$ cat src/rtl/uart_rx.sv
// uart_rx: 8N1 serial receiver, LSB first, idle-high line, with framing-error detect.
// Build option UART_RX_MATCH_EN adds a checker that pulses `match` on each complete
// "Tiny Tapeout " banner in the received byte stream; otherwise `match` is tied low.
module uart_rx #(
  parameter int unsigned CLKS_PER_BIT = 4
) (
  input  logic       clk,
  input  logic       reset,
  input  logic       rx_pin,
  output logic [7:0] rx_data,
  output logic       rx_valid,
  output logic       frame_err,
  output logic       busy,
  output logic       match
);

  localparam int unsigned CNT_W = (CLKS_PER_BIT > 1) ? $clog2(CLKS_PER_BIT) : 1;
  localparam logic [CNT_W-1:0] HALF_LAST = CNT_W'(CLKS_PER_BIT / 2 - 1);
  localparam logic [CNT_W-1:0] BIT_LAST  = CNT_W'(CLKS_PER_BIT - 1);

  typedef enum logic [2:0] {
    S_IDLE,
    S_START,
    S_DATA,
    S_STOP,
    S_WAIT_HIGH
  } state_t;

  state_t           state_q, state_d;
  logic             rx_meta, rxs;
  logic [CNT_W-1:0] cnt_q, cnt_d;
  logic [2:0]       bit_idx_q, bit_idx_d;
  logic [7:0]       shift_q, shift_d;
  logic [7:0]       rx_data_d;
  logic             rx_valid_d, frame_err_d, busy_d;

  // Two-flop synchroniser; resets to the idle (high) line level.
  always_ff @(posedge clk or negedge reset) begin
    if (!reset) begin
      rx_meta <= 1'b1;
      rxs     <= 1'b1;
    end else begin
      rx_meta <= rx_pin;
      rxs     <= rx_meta;
    end
  end

  // FSM state register.
  always_ff @(posedge clk or negedge reset) begin
    if (!reset) state_q <= S_IDLE;
    else        state_q <= state_d;
  end

  // Next-state logic: start detect, mid-bit sampling, break hold-off.
  always_comb begin
    state_d = state_q;
    case (state_q)
      S_IDLE:      if (!rxs) state_d = S_START;
      S_START:     if (cnt_q == HALF_LAST) state_d = rxs ? S_IDLE : S_DATA;
      S_DATA:      if (cnt_q == BIT_LAST && bit_idx_q == 3'd7) state_d = S_STOP;
      S_STOP:      if (cnt_q == BIT_LAST) state_d = rxs ? S_IDLE : S_WAIT_HIGH;
      S_WAIT_HIGH: if (rxs) state_d = S_IDLE;
      default:     state_d = S_IDLE;
    endcase
  end

  // Datapath and output next values: counters, shifter, result pulses.
  always_comb begin
    cnt_d       = cnt_q;
    bit_idx_d   = bit_idx_q;
    shift_d     = shift_q;
    rx_data_d   = rx_data;
    rx_valid_d  = 1'b0;
    frame_err_d = 1'b0;
    busy_d      = (state_d != S_IDLE);
    case (state_q)
      S_IDLE: cnt_d = '0;
      S_START: begin
        if (cnt_q == HALF_LAST) begin
          cnt_d     = '0;
          bit_idx_d = 3'd0;
        end else begin
          cnt_d = cnt_q + CNT_W'(1);
        end
      end
      S_DATA: begin
        if (cnt_q == BIT_LAST) begin
          cnt_d   = '0;
          shift_d = {rxs, shift_q[7:1]};
          if (bit_idx_q != 3'd7) bit_idx_d = bit_idx_q + 3'd1;
        end else begin
          cnt_d = cnt_q + CNT_W'(1);
        end
      end
      S_STOP: begin
        if (cnt_q == BIT_LAST) begin
          cnt_d = '0;
          if (rxs) begin
            rx_data_d  = shift_q;
            rx_valid_d = 1'b1;
          end else begin
            frame_err_d = 1'b1;
          end
        end else begin
          cnt_d = cnt_q + CNT_W'(1);
        end
      end
      S_WAIT_HIGH: cnt_d = '0;
      default: cnt_d = '0;
    endcase
  end

  // Datapath and registered outputs.
  always_ff @(posedge clk or negedge reset) begin
    if (!reset) begin
      cnt_q     <= '0;
      bit_idx_q <= 3'd0;
      shift_q   <= 8'h00;
      rx_data   <= 8'h00;
      rx_valid  <= 1'b0;
      frame_err <= 1'b0;
      busy      <= 1'b0;
    end else begin
      cnt_q     <= cnt_d;
      bit_idx_q <= bit_idx_d;
      shift_q   <= shift_d;
      rx_data   <= rx_data_d;
      rx_valid  <= rx_valid_d;
      frame_err <= frame_err_d;
      busy      <= busy_d;
    end
  end

`ifdef UART_RX_MATCH_EN
  localparam int unsigned BANNER_LEN = 13;
  localparam logic [7:0] BANNER [BANNER_LEN] = '{
    8'h54, 8'h69, 8'h6E, 8'h79, 8'h20, 8'h54, 8'h61,
    8'h70, 8'h65, 8'h6F, 8'h75, 8'h74, 8'h20
  };

  logic [3:0] idx_q;

  // Banner tracker; a stray 'T' restarts the match at position 1.
  always_ff @(posedge clk or negedge reset) begin
    if (!reset) begin
      idx_q <= 4'd0;
      match <= 1'b0;
    end else begin
      match <= 1'b0;
      if (frame_err) begin
        idx_q <= 4'd0;
      end else if (rx_valid) begin
        if (rx_data == BANNER[idx_q]) begin
          if (idx_q == 4'(BANNER_LEN - 1)) begin
            match <= 1'b1;
            idx_q <= 4'd0;
          end else begin
            idx_q <= idx_q + 4'd1;
          end
        end else begin
          idx_q <= (rx_data == 8'h54) ? 4'd1 : 4'd0;
        end
      end
    end
  end
`else
  assign match = 1'b0;
`endif

endmodule

$ cat config.mk
export PLATFORM = sky130hd
export DESIGN_NAME = uart_rx
export DESIGN_NICKNAME = d
export VERILOG_FILES = /design/src/rtl/uart_rx.sv
export SDC_FILE = /design/constraint.sdc
export NUM_CORES = 1
export LEC_CHECK = 0
export ABC_AREA = 1
export CAP_MARGIN = 20
export CORE_MARGIN = 3
export CORE_UTILIZATION = 55
export CTS_CLUSTER_DIAMETER = 120
export DETAILED_ROUTE_END_ITERATION = 8
export GPL_TIMING_DRIVEN = 0
export MAX_ROUTING_LAYER = met4
export PLACE_DENSITY = 0.86
export SYNTH_ARGS = -nofsm -noshare
export SYNTH_HDL_FRONTEND = slang
export SYNTH_SLANG_ARGS = --single-unit
$ cat constraint.sdc
create_clock -name clk -period 3.6 [get_ports clk]
set_input_delay 1.08 -clock clk [delete_from_list [all_inputs] [get_ports clk]]
set_output_delay 1.08 -clock clk [all_outputs]
set_load 0.02 [all_outputs]
==> out/qor.txt, run 1 <==
Outcome = finished clean
Worst Skew = 0.00718 ns
Slew @ Worst Pin = 0.665 ns
CTS Hold Buffers Added = 0
Critical Path Start Type = flip-flop
Largest net degree at the start of global routing = 16
RSZ-0062 raised after global routing = false
F_max = 420 MHz
Clk_lat worst skew = 0.32 ns
Remaining Overflow, GRT = 0
Sum Neg Setup Slack = 0 ns
Synth Cell Area = 1360 um^2
Met1 usage = 18.5%
Post-layout util = 70.7%
Max stage delay cell, worst path = clkdlybuf4s50_1
Nets = 169
Net Count, Synth = 148
PD cells = 768 nW/um^2
Synth unique cells = 19
Final hold violation count = 0
#FFs+latches synth = 29
Yosys top cell by area = dfrtp_1
Initial antenna violation count = 0
Io pins = 15
Initial core utilization = 59.7%
Ant. Diodes = 0
Num CTS Buffers = 5
Post-synthesis sequential area ratio = 53.6%
M3 GR Usage = 4.64%
Filler cells = 176
# Post-CTS Setup Buffers = 0
CP Class = flip-flop to primary output
Worst Slack Setup Final = 1.22 ns
Yosys top cell area share = 49.7%
CTS sink cnt = 29
DP Area = 1540 um^2
Mean post-synth cell area = 9.71 um^2
CP Data Arrival Time = 1.30 ns
CTS tree = done
Gr usage total = 16.7%
First-pass GRT wire length = 3930 um
Clock transition at the registers of the reported paths = 0.09 ns
Rel. slew slack = 55.5%
Mapped Cells = 140
Period utilization = 66.1%
Layout cells sized above 1 = 23.5%
DRT antenna net count = 0
Max-slew violations = 0
Die span in x = 55.7 um
Synth-to-Final Area Change = 18.4%
Leak Pwr = 0.000819 uW
DRT Pass-1 Iters = 5
Period minus WS final = 2.38 ns
Most area-consuming cells after synthesis = dfrtp_1, o21ai_2, nand2_1
Htree depth = 2
Die height = 55.7 um
# rows = 17
Crit-path cells = clkdlybuf4s50_1
Drt initial violations = 28
Vias in the first global route = 940
DRT Wirelength = 2230 um
Family with the most delay on the worst path = buffers and inverters
CP max stage delay = 0.61 ns
Final setup viols = 0
# resized after CTS = 0
Clock root buffer = clkbuf_4
Port-buffer cells = 13
Worst slack at placement = 1.52 ns
Cell area after layout = 1610 um^2
Hpwl dp = 1680 um
RD Place Congestion = 0.842
Worst path required time = 2.52 ns
Clk buf depth = 2
Die area = 3100 um^2
Core ar. = 2280 um^2
Worst-path fanout max = 2
CP Buf/Inv Count = 1
# DRC = 0
Vias = 967
Ys Warns = 0
MaxCap Viol Count = 0
Gr busiest metal = met2
Hold/Removal Path Class = flip-flop to flip-flop
Worst setup EP type = primary output
Worst vdd ir = 523 uV
Met2 Resource Use GR = 28.0%
Routed WL per cell = 11.7 um
Vias per inst = 5.09
flip-flops by register name, summed over array words and instances (netlist names):
signal     cells
bit_idx_q      3
busy           1
cnt_q          2
frame_err      1
rx_data        8
rx_meta        1
rx_valid       1
rxs            1
shift_q        8
state_q        3
synthesized netlist by cell type:
library cell and n:
clkbuf_4 1, ha_1 5, buf_6 2, inv_1 20, nand2_1 34, nand3_4 2, nand2_2 2, o21ai_2 15
dfstp_2 2, conb_1 1, dfrtp_1 27, inv_2 2, a211oi_1 1, nand3_1 12, nor2_1 9, nor2_4 2
buf_4 1, o31ai_1 1, nand4_1 1
logic make-up (layout without fill, tap and decap cells):
family / after synthesis / in the layout / share of synthesized area, %
flops: 29 / 29 / 53.6
simple gates: 62 / 62 / 21.9
other cells: 1 / 1 / 0.276
compound gates: 17 / 17 / 10.8
buf+inv: 26 / 48 / 8.84
fa+ha+maj: 5 / 5 / 4.60
power by group:
| part | total (uW) | internal [uW] | switching (uW) |
|---|---|---|---|
| combinational | 537 | 210 | 328 |
| sequential | 479 | 424 | 55.5 |
| clock | 219 | 113 | 106 |
| total | 1240 | 746 | 489 |
cell usage in the layout, fill, tap and decap left out:
cell,synthesis,final
nand2_1,34,34
conb_1,1,1
nand3_4,2,2
buf_4,1,1
nand4_1,1,1
inv_1,20,20
nor2_4,2,2
o31ai_1,1,1
clkbuf_8,0,2
nand3_1,12,12
clkdlybuf4s50_1,0,13
dfrtp_1,27,27
a211oi_1,1,1
nor2_1,9,9
buf_6,2,2
ha_1,5,5
clkinv_2,0,1
buf_8,0,1
inv_2,2,2
clkbuf_4,1,6
nand2_2,2,2
dfstp_2,2,2
o21ai_2,15,15
per-stage QoR:
| step | instances | power [uW] | hold slack [ns] |
|---|---|---|---|
| after floorplan | 140 | 879 | 0.345 |
| after global placement | 181 | 987 | 0.347 |
| after detailed placement | 182 | 1020 | 0.351 |
| after CTS | 190 | 1250 | 0.364 |
| after global routing | 190 | 1330 | 0.366 |
| final | 190 | 1240 | 0.360 |
routing by layer:
metal | wire length [um] | vias to the layer above
met5 | 0 | -
met4 | 36 | 0
met3 | 130 | 7
met2 | 1080 | 29
met1 | 980 | 452
li1 | - | 479
layout make-up:
| cell class | instances | area, um^2 | area share, % |
|---|---|---|---|
| inverters | 22 | 82.6 | 5.13 |
| repair buffers | 14 | 145 | 9.02 |
| plain buffers | 4 | 37.5 | 2.33 |
| multi-input cells | 85 | 510 | 31.7 |
| clock buffers | 7 | 65.1 | 4.04 |
| well taps | 28 | 35.0 | 2.18 |
| clock inverters | 1 | 5.00 | 0.311 |
| flip-flops and latches | 29 | 728 | 45.3 |
worst paths after layout:
| kind | startpoint | endpoint | slack (ns) | cells past startpoint |
|---|---|---|---|---|
| setup / recovery | rx_data[3]$_DFFE_PN0P_ | rx_data[3] | 1.22 | 1 |
| hold / removal | rx_meta$_DFF_PN1_ | rxs$_DFF_PN1_ | 0.36 | 0 |
| setup reg to reg | cnt_q[0]$_DFF_PN0_ | bit_idx_q[1]$_DFFE_PN0P_ | 2.13 | 8 |
| hold reg to reg | rx_meta$_DFF_PN1_ | rxs$_DFF_PN1_ | 0.36 | 0 |
| max in group asynchronous | reset | rx_data[4]$_DFFE_PN0P_ | 1.91 | 2 |
| min in group asynchronous | reset | cnt_q[1]$_DFF_PN0_ | 1.16 | 1 |
No activity file was read; power rests on OpenSTA's default activity.
==> run 2, diff against run 1 <==
CORE_UTILIZATION = 54   (was 55)
PLACE_DENSITY = 0.85   (was 0.86)
clock period = 2.3 ns   (was 3.6 ns; I/O delays follow)
==> run 2 against run 1 <==
Net effect:
- global-route usage up 1.0 points
- design area is 1.7% higher
- count of clock-buffer cells in the layout is the same
- power increased by 63%
- combinational power grew 56%
- critical path depth is the same
- largest cell class unchanged
- cell count unchanged
- flip-flop and latch count unchanged
- hold slack improved by 0.00078 ns
- non-clock buffer count unchanged
==> out/qor.txt, run 2 (synthesis results as in run 1) <==
Clock transition at the registers of the reported paths = 0.09 ns
RSZ-0062 raised after global routing = false
Die height = 56.2 um
Outcome = finished clean
Layout cells sized above 1 = 22.8%
Worst-path fanout max = 2
Family with the most delay on the worst path = buffers and inverters
Synth-to-Final Area Change = 20.4%
Regs by FF count = rx_data: 8 flops, shift_q: 8 flops
MaxCap Viol Count = 0
Vias per inst = 5.06
DRT Pass-1 Iters = 4
Worst Skew = 0.00847 ns
# Post-CTS Setup Buffers = 0
DRT Wirelength = 2210 um
Post-Layout Cell Count = 190
Slew @ Worst Pin = 0.684 ns
Clk buf depth = 2
RD Place Congestion = 0.882
Remaining Overflow, GRT = 0
CP Data Arrival Time = 1.28 ns
PD cells = 1230 nW/um^2
Num CTS Buffers = 5
Filler cells = 169
CTS tree = done
Most common cell after layout, fill and taps aside = nand2_1
Port-buffer cells = 13
Initial core utilization = 59.2%
F_max = 507 MHz
Crit-path cells = clkdlybuf4s50_1
First-pass GRT wire length = 4270 um
CP Class = flip-flop to primary output
Critical Path Start Type = flip-flop
Htree depth = 2
Inst Count DP = 182
Drt initial violations = 29
Clk_lat worst skew = 0.32 ns
Worst path required time = 1.61 ns
Gr usage total = 17.7%
Routed WL per cell = 11.6 um
CP Buf/Inv Count = 1
Final hold violation count = 0
Die span in x = 56.2 um
Vias in the first global route = 980
CTS Hold Buffers Added = 0
Worst R2R Start = cnt_q[0]$_DFF_PN0_
FF-to-FF path depth = 4
Register-to-Register Setup Slack = 0.87 ns
Max-slew violations = 0
Die area = 3150 um^2
Most frequent cells in the layout = nand2_1, dfrtp_1, inv_1, o21ai_2, clkdlybuf4s50_1
Io pins = 15
# DRC = 0
Clock root buffer = clkbuf_4
Worst setup EP type = primary output
Period minus WS final = 1.97 ns
Final setup viols = 0
# rows = 17
Largest net degree at the start of global routing = 17
Nets = 169
DRT antenna net count = 0
CP max stage delay = 0.61 ns
Min-Delay Endpoint = rxs$_DFF_PN1_
Period utilization = 85.7%
Leak Pwr = 0.000829 uW
# resized after CTS = 0
Core ar. = 2300 um^2
Vias = 962
CTS sink cnt = 29
Max stage delay cell, worst path = clkdlybuf4s50_1
Hold/Removal Path Class = flip-flop to flip-flop
Hold Startpoint = rx_meta$_DFF_PN1_
Hpwl dp = 1700 um
Rel. slew slack = 54.3%
Sum Neg Setup Slack = 0 ns
R2R Path End = cnt_q[0]$_DFF_PN0_
Ant. Diodes = 0
WHS Path Cells = 0
Initial antenna violation count = 0
Worst vdd ir = 737 uV
[run 2: changes by cell type in the layout (fill, tap and decap cells not counted)]
cell,before,now
buf_16,0,1
clkbuf_1,0,1
bufinv_16,0,1
clkinv_2,1,0
buf_8,1,0
clkbuf_8,2,1
[run 2: final cells by class]
type                    count  area (um^2)  share of cell area (%)
flip-flops and latches     29          728                    44.5
multi-input cells          85          510                    31.2
inverters                  22         82.6                    5.05
plain buffers               4         37.5                    2.29
clock inverters             1         30.0                    1.83
clock buffers               7         55.1                    3.36
repair buffers             14          158                    9.63
well taps                  28         35.0                    2.14
[run 2: worst max path at each step]
stage,from,to,slack [ns],depth (start not counted)
after CTS,rx_data[3]$_DFFE_PN0P_,rx_data[3],0.31,1
after global placement,reset,rx_data[7]$_DFFE_PN0P_,0.12,1
after floorplan,cnt_q[0]$_DFF_PN0_,bit_idx_q[0]$_DFFE_PN0P_,1.03,7
final,rx_data[4]$_DFFE_PN0P_,rx_data[4],0.33,1
after detailed placement,reset,rx_data[7]$_DFFE_PN0P_,0.63,2
after global routing,rx_data[0]$_DFFE_PN0P_,rx_data[0],0.26,1
[run 2: where the power goes]
part / switching, uW / total [uW] / internal (uW)
Combinational: 508 / 837 / 329
Clock: 167 / 427 / 259
Sequential: 88.7 / 752 / 663
Total: 764 / 2020 / 1250
[run 2: metal layers]
metal  wire length (um)  vias up  share of wire [%]  GRT usage (%)
met4                 34        0                1.5           8.47
met3                 89        4                4.0           4.64
met2               1120       19                 51           28.0
met5                  0        -                  0              -
met1                963      457                 44           21.0
li1                   -      482                  -              -
[run 2: stage by stage]
step           utilization (%)  setup slack, ns  hold WS (ns)  total power, uW  cell area [um^2]
2_1_floorplan                -             1.03         0.345             1380              1360
3_3_place_gp              66.3            0.124         0.348             1550              1520
3_5_place_dp              67.5            0.632         0.353             1610              1550
4_1_cts                   71.2            0.306         0.365             2040              1640
5_1_grt                   71.2            0.264         0.371             2190              1640
6_report                  71.2            0.328         0.361             2020              1640
==> run 3, diff against run 2 <==
--- a/constraint.sdc
+++ b/constraint.sdc
@@ -3,2 +3,2 @@
 set_output_delay 0.69 -clock clk [all_outputs]
-set_load 0.02 [all_outputs]
+set_load 0.005 [all_outputs]
==> results of run 3 <==
The final DEF is identical to that of run 2. Status: finished clean.
Among the figures that moved: setup slack after layout 0.328 ns -> 0.431 ns; total power 2020 uW -> 1970 uW; worst IR drop on VDD 737 uV -> 716 uV
